## src/rtl/conv_pkg.sv

```systemverilog
`default_nettype none
// ============================================================================
//  conv_pkg
//  Shared types and widths for the conv2 / pooling schedulers.
//  Revision: 1.0
// ============================================================================
package conv_pkg;

    localparam int unsigned CONV_K      = 5;
    localparam int unsigned KK          = CONV_K * CONV_K;
    localparam int unsigned CONV_ADDR_W = 8;
    localparam int unsigned COORD_W     = 4;

    typedef enum logic [2:0] {
        S_IDLE    = 3'd0,
        S_FETCH   = 3'd1,
        S_WAIT    = 3'd2,
        S_EMIT    = 3'd3,
        S_ADVANCE = 3'd4
    } state_e;

    // Counter width for a modulo-n counter; never narrower than one bit.
    function automatic int unsigned cnt_w(input int unsigned n);
        return (n > 1) ? $clog2(n) : 1;
    endfunction

endpackage
`default_nettype wire

```

## src/rtl/conv2_sched_if.sv

```systemverilog
`default_nettype none
// ============================================================================
//  conv2_sched_if
//  Frame control, feature-buffer read, conv-layer and pooling handshake bus.
//  Revision: 1.0
// ============================================================================
interface conv2_sched_if
    import conv_pkg::*;
#(
    parameter int ADDR_W = CONV_ADDR_W
) ();

    logic               frame_start;
    logic               rd_en;
    logic [ADDR_W-1:0]  rd_addr;
    logic               tap_valid;
    logic               conv_start;
    logic               conv_ready;
    logic               pool_ready;
    logic               out_valid;
    logic               out_ack;
    logic [COORD_W-1:0] out_row;
    logic [COORD_W-1:0] out_col;
    logic               busy;
    logic               frame_done;
    logic               err;

    modport master (
        input  frame_start, conv_ready, out_ack,
        output rd_en, rd_addr, tap_valid, conv_start, pool_ready,
               out_valid, out_row, out_col, busy, frame_done, err
    );

    modport slave (
        output frame_start, conv_ready, out_ack,
        input  rd_en, rd_addr, tap_valid, conv_start, pool_ready,
               out_valid, out_row, out_col, busy, frame_done, err
    );

endinterface
`default_nettype wire

```

## src/rtl/conv2_win_cnt.sv

```systemverilog
`default_nettype none
// ============================================================================
//  conv2_win_cnt
//  Nested kh/kw tap and row/col pixel counters plus window address generator.
//  Revision: 1.0
// ============================================================================
module conv2_win_cnt
    import conv_pkg::*;
#(
    parameter int IMG_W  = 12,
    parameter int IMG_H  = 12,
    parameter int K      = 5,
    parameter int ADDR_W = 8
) (
    input  wire logic               clk,
    input  wire logic               n_reset,
    input  wire logic               clr_i,
    input  wire logic               tap_step_i,
    input  wire logic               pix_step_i,
    output logic                    tap_last_o,
    output logic                    pix_last_o,
    output logic [COORD_W-1:0]      row_o,
    output logic [COORD_W-1:0]      col_o,
    output logic [ADDR_W-1:0]       addr_o
);

    localparam int KC_W = cnt_w(K);
    localparam int AW1  = ADDR_W + 1;

    localparam logic [KC_W-1:0]    KMAX   = KC_W'(K - 1);
    localparam logic [COORD_W-1:0] OW_MAX = COORD_W'(IMG_W - K);
    localparam logic [COORD_W-1:0] OH_MAX = COORD_W'(IMG_H - K);

    logic [KC_W-1:0]    kh_q, kw_q;
    logic [COORD_W-1:0] row_q, col_q;
    logic [AW1-1:0]     w_r, w_c, w_addr;

    always_ff @(posedge clk) begin
        if (!n_reset || clr_i) begin
            kh_q  <= '0;
            kw_q  <= '0;
            row_q <= '0;
            col_q <= '0;
        end else begin
            if (tap_step_i) begin
                if (kw_q == KMAX) begin
                    kw_q <= '0;
                    kh_q <= (kh_q == KMAX) ? '0 : kh_q + KC_W'(1);
                end else begin
                    kw_q <= kw_q + KC_W'(1);
                end
            end
            // Row also wraps after the last pixel so IDLE presents address 0.
            if (pix_step_i) begin
                if (col_q == OW_MAX) begin
                    col_q <= '0;
                    row_q <= (row_q == OH_MAX) ? '0 : row_q + COORD_W'(1);
                end else begin
                    col_q <= col_q + COORD_W'(1);
                end
            end
        end
    end

    always_comb begin
        w_r    = AW1'(row_q) + AW1'(kh_q);
        w_c    = AW1'(col_q) + AW1'(kw_q);
        w_addr = w_r * AW1'(IMG_W) + w_c;
    end

    assign addr_o     = ADDR_W'(w_addr);
    assign tap_last_o = (kh_q == KMAX) && (kw_q == KMAX);
    assign pix_last_o = (row_q == OH_MAX) && (col_q == OW_MAX);
    assign row_o      = row_q;
    assign col_o      = col_q;

endmodule
`default_nettype wire

```

## src/rtl/conv2_sched.sv

```systemverilog
`default_nettype none
// ============================================================================
//  conv2_sched
//  Per-pixel sequencer: window fetch, conv wait, pooling handoff, frame done.
//  Revision: 1.0
// ============================================================================
module conv2_sched
    import conv_pkg::*;
#(
    parameter int IMG_W  = 12,
    parameter int IMG_H  = 12,
    parameter int K      = 5,
    parameter int ADDR_W = 8
) (
    input  wire logic    clk,
    input  wire logic    n_reset,
    conv2_sched_if.master bus
);

    state_e state_q, state_d;

    logic rd_en_q, conv_start_q, tap_valid_q, out_valid_q;
    logic busy_q, frame_done_q, err_q;

    logic w_clr, w_tap_step, w_pix_step, w_err_set;
    logic w_tap_last, w_pix_last;

    conv2_win_cnt #(
        .IMG_W  (IMG_W),
        .IMG_H  (IMG_H),
        .K      (K),
        .ADDR_W (ADDR_W)
    ) u_win_cnt (
        .clk        (clk),
        .n_reset    (n_reset),
        .clr_i      (w_clr),
        .tap_step_i (w_tap_step),
        .pix_step_i (w_pix_step),
        .tap_last_o (w_tap_last),
        .pix_last_o (w_pix_last),
        .row_o      (bus.out_row),
        .col_o      (bus.out_col),
        .addr_o     (bus.rd_addr)
    );

    always_comb begin
        state_d = state_q;
        case (state_q)
            S_IDLE:    if (bus.frame_start) state_d = S_FETCH;
            S_FETCH:   if (w_tap_last)      state_d = S_WAIT;
            S_WAIT:    if (bus.conv_ready)  state_d = S_EMIT;
            S_EMIT:    if (bus.out_ack)     state_d = S_ADVANCE;
            S_ADVANCE: state_d = w_pix_last ? S_IDLE : S_FETCH;
            default:   state_d = S_IDLE;
        endcase
    end

    assign w_clr      = (state_q == S_IDLE) && bus.frame_start;
    assign w_tap_step = (state_q == S_FETCH);
    assign w_pix_step = (state_q == S_ADVANCE);

    // Protocol violations are flagged but never alter sequencing.
    assign w_err_set  = ((state_q == S_FETCH) && bus.conv_ready)
                      || (bus.out_ack && !out_valid_q)
                      || ((state_q != S_IDLE) && bus.frame_start);

    // Outputs are registered from the next state so they align with it.
    always_ff @(posedge clk) begin
        if (!n_reset) begin
            state_q      <= S_IDLE;
            rd_en_q      <= 1'b0;
            conv_start_q <= 1'b0;
            tap_valid_q  <= 1'b0;
            out_valid_q  <= 1'b0;
            busy_q       <= 1'b0;
            frame_done_q <= 1'b0;
            err_q        <= 1'b0;
        end else begin
            state_q      <= state_d;
            rd_en_q      <= (state_d == S_FETCH);
            conv_start_q <= (state_d == S_FETCH) && (state_q != S_FETCH);
            tap_valid_q  <= rd_en_q;
            out_valid_q  <= (state_d == S_EMIT);
            busy_q       <= (state_d != S_IDLE);
            frame_done_q <= (state_d == S_ADVANCE) && w_pix_last;
            err_q        <= w_clr ? w_err_set : (err_q || w_err_set);
        end
    end

    assign bus.rd_en      = rd_en_q;
    assign bus.conv_start = conv_start_q;
    assign bus.tap_valid  = tap_valid_q;
    assign bus.out_valid  = out_valid_q;
    assign bus.pool_ready = out_valid_q && bus.out_ack;
    assign bus.busy       = busy_q;
    assign bus.frame_done = frame_done_q;
    assign bus.err        = err_q;

endmodule
`default_nettype wire
```

## src/flat_wrapper.sv

```systemverilog
// flat-port wrapper written by rule: the top's interface ports become plain ports
module conv2_sched_flat import conv_pkg::*;
#(
    parameter int IMG_W  = 12,
    parameter int IMG_H  = 12,
    parameter int K      = 5,
    parameter int ADDR_W = 8
)
  (clk, n_reset, bus_frame_start, bus_conv_ready, bus_out_ack, bus_rd_en, bus_rd_addr, bus_tap_valid, bus_conv_start, bus_pool_ready, bus_out_valid, bus_out_row, bus_out_col, bus_busy, bus_frame_done, bus_err);
  conv2_sched_if #(.ADDR_W(ADDR_W)) bus_i ();
  input  wire logic clk;
  input  wire logic n_reset;
  input wire logic [$bits(bus_i.frame_start)-1:0] bus_frame_start;
  input wire logic [$bits(bus_i.conv_ready)-1:0] bus_conv_ready;
  input wire logic [$bits(bus_i.out_ack)-1:0] bus_out_ack;
  output wire logic [$bits(bus_i.rd_en)-1:0] bus_rd_en;
  output wire logic [$bits(bus_i.rd_addr)-1:0] bus_rd_addr;
  output wire logic [$bits(bus_i.tap_valid)-1:0] bus_tap_valid;
  output wire logic [$bits(bus_i.conv_start)-1:0] bus_conv_start;
  output wire logic [$bits(bus_i.pool_ready)-1:0] bus_pool_ready;
  output wire logic [$bits(bus_i.out_valid)-1:0] bus_out_valid;
  output wire logic [$bits(bus_i.out_row)-1:0] bus_out_row;
  output wire logic [$bits(bus_i.out_col)-1:0] bus_out_col;
  output wire logic [$bits(bus_i.busy)-1:0] bus_busy;
  output wire logic [$bits(bus_i.frame_done)-1:0] bus_frame_done;
  output wire logic [$bits(bus_i.err)-1:0] bus_err;
  assign bus_i.frame_start = bus_frame_start;
  assign bus_i.conv_ready = bus_conv_ready;
  assign bus_i.out_ack = bus_out_ack;
  assign bus_rd_en = bus_i.rd_en;
  assign bus_rd_addr = bus_i.rd_addr;
  assign bus_tap_valid = bus_i.tap_valid;
  assign bus_conv_start = bus_i.conv_start;
  assign bus_pool_ready = bus_i.pool_ready;
  assign bus_out_valid = bus_i.out_valid;
  assign bus_out_row = bus_i.out_row;
  assign bus_out_col = bus_i.out_col;
  assign bus_busy = bus_i.busy;
  assign bus_frame_done = bus_i.frame_done;
  assign bus_err = bus_i.err;
  conv2_sched #(.IMG_W(IMG_W), .IMG_H(IMG_H), .K(K), .ADDR_W(ADDR_W)) u_core (.clk(clk), .n_reset(n_reset), .bus(bus_i));
endmodule
```

## config.mk

```make
export PLATFORM = sky130hd
export DESIGN_NAME = conv2_sched_flat
export DESIGN_NICKNAME = d
export VERILOG_FILES = /design/src/rtl/conv_pkg.sv /design/src/rtl/conv2_sched_if.sv /design/src/rtl/conv2_win_cnt.sv /design/src/rtl/conv2_sched.sv /design/src/flat_wrapper.sv
export SDC_FILE = /design/constraint.sdc
export NUM_CORES = 1
export LEC_CHECK = 0
export CORE_MARGIN = 10
export CORE_UTILIZATION = 58
export CTS_BUF_LIST = sky130_fd_sc_hd__clkbuf_4
export DETAILED_ROUTE_END_ITERATION = 8
export PLACE_DENSITY = 0.87
export REMOVE_ABC_BUFFERS = 1
export SETUP_SLACK_MARGIN = 0.5
export SKIP_LAST_GASP = 1
export SLEW_MARGIN = 20
export SYNTH_ARGS = -nofsm -noshare
export SYNTH_HDL_FRONTEND = slang
export SYNTH_SLANG_ARGS = --single-unit
```

## constraint.sdc

```tcl
create_clock -name clk -period 10.38 [get_ports clk]
set_input_delay 3.114 -clock clk [delete_from_list [all_inputs] [get_ports clk]]
set_output_delay 3.114 -clock clk [all_outputs]
set_load 0.01 [all_outputs]
```

==> results of run 1 <==
registers in the layout, indices dropped and copies added, names as in the netlist:
| name | count |
|---|---|
| u_core.bus.frame_done | 1 |
| u_core.u_win_cnt.kw_q | 3 |
| u_core.bus.tap_valid | 1 |
| u_core.state_q | 3 |
| u_core.bus.rd_en | 1 |
| u_core.bus.out_valid | 1 |
| u_core.bus.busy | 1 |
| u_core.u_win_cnt.col_o | 4 |
| u_core.u_win_cnt.row_o | 4 |
| u_core.bus.conv_start | 1 |
| u_core.bus.err | 1 |
| u_core.u_win_cnt.kh_q | 3 |
kinds of logic after synthesis:
kind of cell	Yosys count	synth area share, %
fa+ha+maj	23	19.8
buf+inv	17	4.56
simple gates	57	21.0
compound gates	35	14.2
mux	2	1.28
flops	24	30.7
xor+xnor	15	8.39
layout by cell type, fill, tap and decap left out, drive strengths merged, types with 5 or more instances in the layout:
master         netlist  final
inv                 15     15
nand2                7      7
xnor2               11     11
nor2                16     16
clkdlybuf4s50        0     28
nor3                 5      5
o21ai                6      6
and2                 5      5
dfxtp               24     24
a21oi               14     14
ha                  20     20
metrics by stage:
stage | power, W | hold WS [ns]
after floorplan | 0.000106 | 0.487
after global placement | 0.000114 | 0.441
after detailed placement | 0.000114 | 0.463
after CTS | 0.000153 | 0.518
after global routing | 0.000159 | 0.534
final | 0.000152 | 0.520
area by class of cell:
cell class	count	area [µm²]	area share [%]
multi-input cells	132	1020	53.5
flip-flops and latches	24	480	25.2
repair buffers	29	288	15.1
inverters	15	56.3	2.95
well taps	30	37.5	1.97
clock buffers	3	22.5	1.18
clock inverters	1	3.75	0.197
routing by layer:
| metal | up-vias | wire length (µm) |
|---|---|---|
| met3 | 7 | 156 |
| li1 | 671 | - |
| met2 | 27 | 1760 |
| met4 | 0 | 75 |
| met5 | - | 0 |
| met1 | 608 | 1450 |
Yosys cell counts, types with 2 or more instances:
library cell / count / area (µm²)
a21o_1: 3 / 22.5
a21oi_1: 14 / 70.1
a31oi_1: 2 / 12.5
and2_1: 4 / 25.0
and3_2: 2 / 15.0
dfxtp_1: 24 / 480
fa_1: 3 / 60.1
ha_1: 20 / 250
inv_1: 15 / 56.3
mux2i_1: 2 / 20.0
nand2_1: 7 / 26.3
nand3_1: 3 / 15.0
nand3b_1: 3 / 22.5
nand4_1: 3 / 18.8
nor2_1: 16 / 60.1
nor2b_1: 3 / 18.8
nor3_1: 5 / 25.0
nor3b_1: 2 / 15.0
o21ai_0: 6 / 30.0
xnor2_1: 11 / 96.3
xor2_1: 4 / 35.0
final timing paths:
check                                                  start                         endpoint  depth (start not counted)
worst max-delay path                             bus_out_ack                   bus_pool_ready                          3
worst min-delay path             u_core.bus.rd_en$_SDFF_PN0_  u_core.bus.tap_valid$_SDFF_PN0_                          1
worst max register to register  u_core.state_q[0]$_SDFF_PN0_  u_core.bus.out_valid$_SDFF_PN0_                          5
worst min register to register   u_core.bus.rd_en$_SDFF_PN0_  u_core.bus.tap_valid$_SDFF_PN0_                          1
where the power goes:
| group | switching, W | leakage, nW | internal (W) |
|---|---|---|---|
| clock | 0.0000260 | 0.0154 | 0.0000141 |
| sequential | 0.00000197 | 0.195 | 0.0000944 |
| combinational | 0.00000770 | 0.642 | 0.00000811 |
| total | 0.0000356 | 0.852 | 0.000117 |
==> impl_metrics.csv, run 1 <==
group,metric,value,unit
yosys,ys_warn_count,0,
placement,dp_cells,230,
routing,vias_per_cell,5.61,
clock_tree,root_buffer,"clkbuf_4",
clock_tree,worstSkewPairLatency,0.31,ns
timing,worst_slack,2.97,ns
power_and_ir_drop,ir_drop,0.0806,mV
clock_tree,cts.sinks,24,
clock_tree,cts.path.max_buffers,2,
yosys,yosysSeqAreaShare,30.7,%
worst_setup_path,path_common_cell,"clkdlybuf4s50_1",
routing,first_iter_violations,79,
routing,vias,1313,
placement,gp_congestion,0.863,
run_status,run_status,"complete, no violations",
global_route,gr-total-overflow,0,
global_route,grt_use_met1,14.8,%
yosys,synth-edff-count,0,
placement,place_area,1880,µm²
routing,drt_first_pass_iters,4,
clock_tree,htreeDepth,1,
routing,wirelength,3440,µm
global_route,grt_pass1_vias,1325,
power_and_ir_drop,leakagePower,0.852,nW
worst_setup_path,worst-endpoint-required,7.27,ns
floorplanning,dieArea,5180,µm²
floorplanning,core,2520,µm²
clock_tree,cts.clk_slew.worst_paths,0.12,ns
floorplanning,io_pins,29,
timing,rsz0062_at_grt,"no",
worst_setup_path,worstPathBufferInverterCount,2,
cells_and_area,layout-drive-gt1-share,6.37,%
floorplanning,rows,18,
floorplanning,start_util,62.1,%
worst_setup_path,rrSetupSlack,8.40,ns
yosys,syn_inst,173,
floorplanning,die_width,72.0,µm
placement,numPortBuffers,28,
worst_setup_path,critical_path.cell_chain,"clkdlybuf4s50_1 > and2_1 > clkdlybuf4s50_1",
global_route,track_usage,13.6,%
clock_tree,post_cts_buffers,0,
yosys,avgSynthCellArea,9.05,µm²
cells_and_area,fin_util,75.7,%
timing,tightest_slew,0.595,ns
yosys,async_flop_share,0,%
worst_setup_path,crit_path_max_fanout,4,
timing,period_needed,7.41,ns
worst_hold_path,hold_class,"register to register",
worst_setup_path,crit_type,"input pin to output port",
yosys,ys_types,42,
cells_and_area,area_delta_synth_final,22.0,%
timing,hold_viol,0,
timing,maxSlewViolCount,0,
global_route,grt_max_degree,15,
timing,setup_viol,0,
flow_run,drv_cap,0,
cells_and_area,n_fill_cell,183,
global_route,antenna_found_initial,0,
routing,drc_errors,0,
clock_tree,cts_buffers,3,
worst_setup_path,cp.arrival,4.30,ns
worst_setup_path,start_kind,"input pin",
clock_tree,cts_resized,0,
cells_and_area,layout.cells.non_filler,234,
routing,wire_per_inst,14.7,µm
clock_tree,postCtsHoldBufs,0,
yosys,syn_area,1570,µm²
timing,fmax,135,MHz
worst_setup_path,end_kind,"output port",
global_route,grt_use_met2,24.6,%
placement,hpwl,2830,µm
yosys,ys_ff_latch,24,
timing,tns,0,ns
worst_setup_path,critPathTopFamily,"buffers and inverters",
global_route,grt_pass1_wl,5890,µm
floorplanning,die_y,72.0,µm
cells_and_area,antenna_cells,0,
routing,ant_nets,0,
cells_and_area,finalNetCount,233,
global_route,gr-usage-met3,3.81,%
global_route,grt_most_used_layer,"met2",
worst_setup_path,cpMaxStageDelayCell,"clkdlybuf4s50_1",
timing,finalCritPeriodShare,71.4,%
clock_tree,cts_tree,"built",
placement,dp_slack,2.97,ns
yosys,synth_ff_type,"dfxtp_1",
timing,relSlewSlack,60.2,%
timing,finClkSkew,0.00376,ns
worst_setup_path,crit_path_max_incr_delay,0.53,ns
power_and_ir_drop,power_density,79.7,nW/µm²
cells_and_area,design_area,1910,µm²
Note: power is estimated with default switching activity, not from simulation.
==> inputs of run 2 (changes only) <==
- CORE_UTILIZATION: 58 -> 49
- PLACE_DENSITY: 0.87 -> 0.79
- clock period: 10.38 -> 6.4 ns (I/O delays scaled with it)
==> run 2 against run 1 <==
- clock power grew to 2.8 times the previous value
- count of clock-buffer cells in the layout is the same
- total power grew 93%
- non-clock buffer count is the same
- sequential power grew 62%
- clock skew shrank 0.0011 ns
- combinational power grew 63%
- die area grew 13%
- register-to-register slack lost 3.9 ns
- highest routed layer unchanged
==> impl_metrics.csv, run 2 (synthesized netlist as in run 1, its figures left out) <==
group,metric,value,unit
worst_setup_path,cp.arrival,3.77,ns
worst_setup_path,crit_path_max_incr_delay,0.56,ns
timing,setup_viol,0,
worst_hold_path,min_from,"u_core.bus.rd_en$_SDFF_PN0_",
worst_setup_path,cpMaxStageDelayCell,"clkdlybuf4s50_1",
timing,finClkSkew,0.00269,ns
worst_setup_path,worst-endpoint-required,4.48,ns
routing,drc_errors,0,
cells_and_area,final_cell_mix,"28 x clkdlybuf4s50_1, 24 x dfxtp_1, 20 x ha_1",
worst_setup_path,rrSetupSlack,4.46,ns
global_route,grt_most_used_layer,"met2",
power_and_ir_drop,clock_power_share,38.0,%
timing,fmax,176,MHz
cells_and_area,fin_util,64.0,%
placement,hpwl,2750,µm
clock_tree,cts.clk_slew.worst_paths,0.14,ns
routing,wire_per_inst,13.5,µm
clock_tree,root_buffer,"clkbuf_4",
clock_tree,cts_tree,"built",
cells_and_area,finalNetCount,233,
floorplanning,dieArea,5860,µm²
power_and_ir_drop,ir_drop,0.0972,mV
clock_tree,cts.path.max_buffers,2,
timing,period_needed,5.69,ns
timing,maxSlewViolCount,0,
floorplanning,start_util,51.3,%
clock_tree,htreeDepth,1,
global_route,antenna_found_initial,0,
global_route,grt_max_degree,15,
global_route,track_usage,11.5,%
floorplanning,die_width,76.5,µm
clock_tree,cts.sinks,24,
timing,hold_viol,0,
clock_tree,worstSkewPairLatency,0.32,ns
routing,first_iter_violations,58,
cells_and_area,area_delta_synth_final,24.8,%
worst_setup_path,worstRegToRegCells,5,
floorplanning,die_y,76.5,µm
floorplanning,io_pins,29,
global_route,grt_pass1_wl,5860,µm
worst_hold_path,hold_class,"register to register",
global_route,grt_use_met2,21.7,%
power_and_ir_drop,net-switching-power,0.0000641,W
cells_and_area,final_common_cell,"clkdlybuf4s50_1",
worst_setup_path,crit_path_max_fanout,6,
cells_and_area,layout-drive-gt1-share,6.86,%
clock_tree,post_cts_buffers,0,
routing,vias,1330,
clock_tree,cts_resized,0,
power_and_ir_drop,pwr-share-seq,53.2,%
flow_run,drv_cap,0,
worst_setup_path,start_kind,"register",
timing,tightest_slew,0.576,ns
power_and_ir_drop,netSwitchingFraction,21.8,%
clock_tree,cts_buffers,3,
power_and_ir_drop,internal-power,0.000230,W
global_route,grt_pass1_vias,1301,
worst_setup_path,crit_type,"register to output port",
global_route,gr-total-overflow,0,
power_and_ir_drop,power_density,150,nW/µm²
global_route,gr-usage-met3,3.07,%
placement,numPortBuffers,28,
routing,drt_first_pass_iters,4,
worst_setup_path,end_kind,"output port",
timing,finalCritPeriodShare,88.9,%
timing,relSlewSlack,61.4,%
timing,tns,0,ns
timing,rsz0062_at_grt,"no",
placement,dp_slack,1.07,ns
power_and_ir_drop,leakagePower,0.865,nW
global_route,grt_use_met1,12.3,%
worst_setup_path,r2r_end,"u_core.bus.out_valid$_SDFF_PN0_",
timing,worst_slack,0.714,ns
run_status,run_status,"complete, no violations",
routing,ant_nets,0,
worst_setup_path,critical_path.cell_chain,"ha_1 > fa_1 > xor2_1 > ha_1 > and2_1 > a221o_1 > a21oi_1 > xnor2_1 > xnor2_1 > clkdlybuf4s50_1",
floorplanning,core,3050,µm²
placement,gp_congestion,0.780,
routing,vias_per_cell,5.36,
routing,wirelength,3340,µm
cells_and_area,antenna_cells,0,
power_and_ir_drop,share_comb_of_total_power,8.7,%
worst_hold_path,hold_path_depth,1,
clock_tree,postCtsHoldBufs,0,
worst_hold_path,whs_endpoint,"u_core.bus.tap_valid$_SDFF_PN0_",
floorplanning,rows,20,
worst_setup_path,rr_startpoint,"u_core.state_q[0]$_SDFF_PN0_",
run 2: changes by cell type in the layout (fill, tap and decap cells not counted):
cell / change
clkinv_1: -1
bufinv_16: +1
run 2: power by group through the flow:
stage	sequential [W]	combinational (W)	clock, W
2_1_floorplan	0.000160	0.0000110	0
3_3_place_gp	0.000159	0.0000251	0
3_5_place_dp	0.000160	0.0000259	0
4_1_cts	0.000156	0.0000260	0.000113
5_1_grt	0.000157	0.0000288	0.000120
6_report	0.000156	0.0000257	0.000112
run 2: worst max-delay path by stage:
stage | endpoint | slack (ns) | from | cells past startpoint
final | bus_rd_addr[7] | 0.71 | u_core.u_win_cnt.row_o[0]$_SDFFE_PP0P_ | 10
after global routing | bus_rd_addr[7] | 0.56 | u_core.u_win_cnt.row_o[0]$_SDFFE_PP0P_ | 10
after CTS | bus_rd_addr[7] | 0.69 | u_core.u_win_cnt.row_o[0]$_SDFFE_PP0P_ | 10
after detailed placement | bus_rd_addr[7] | 1.07 | u_core.u_win_cnt.row_o[0]$_SDFFE_PP0P_ | 10
after global placement | bus_rd_addr[7] | 1.24 | u_core.u_win_cnt.row_o[0]$_SDFFE_PP0P_ | 10
after floorplan | bus_rd_addr[7] | 1.78 | u_core.u_win_cnt.row_o[0]$_SDFFE_PP0P_ | 9
run 2: cell type report:
| type | instances | area [µm²] |
|---|---|---|
| Clock buffer | 3 | 22.5 |
| Clock inverter | 1 | 30.0 |
| Fill cell | 273 | 1100 |
| Inverter | 15 | 56.3 |
| Multi-Input combinational cell | 132 | 1020 |
| Sequential cell | 24 | 480 |
| Tap cell | 44 | 55.1 |
| Timing Repair Buffer | 29 | 288 |
run 2: worst max-delay path, delay by kind of cell (launching register included):
kind            cells  cell delay [ns]
xor+xnor            3             0.78
simple gates        1             0.18
flops               1             0.40
buf+inv             1             0.56
compound gates      2             0.50
fa+ha+maj           3             1.04
run 2: per-layer routing:
layer	up-vias	share of wire, %
met5	-	0
met4	0	0.60
met3	2	4.4
met2	18	53
met1	635	42
li1	675	-
run 2: stage by stage:
| stage | total power [W] | area, µm² | hold slack, ns | cells |
|---|---|---|---|---|
| detailed placement | 0.000186 | 1900 | 0.455 | 244 |
| CTS | 0.000296 | 1950 | 0.487 | 248 |
| floorplan | 0.000171 | 1550 | 0.487 | 171 |
| global route | 0.000306 | 1950 | 0.515 | 248 |
| finish | 0.000294 | 1950 | 0.480 | 248 |
| global placement | 0.000184 | 1900 | 0.447 | 244 |
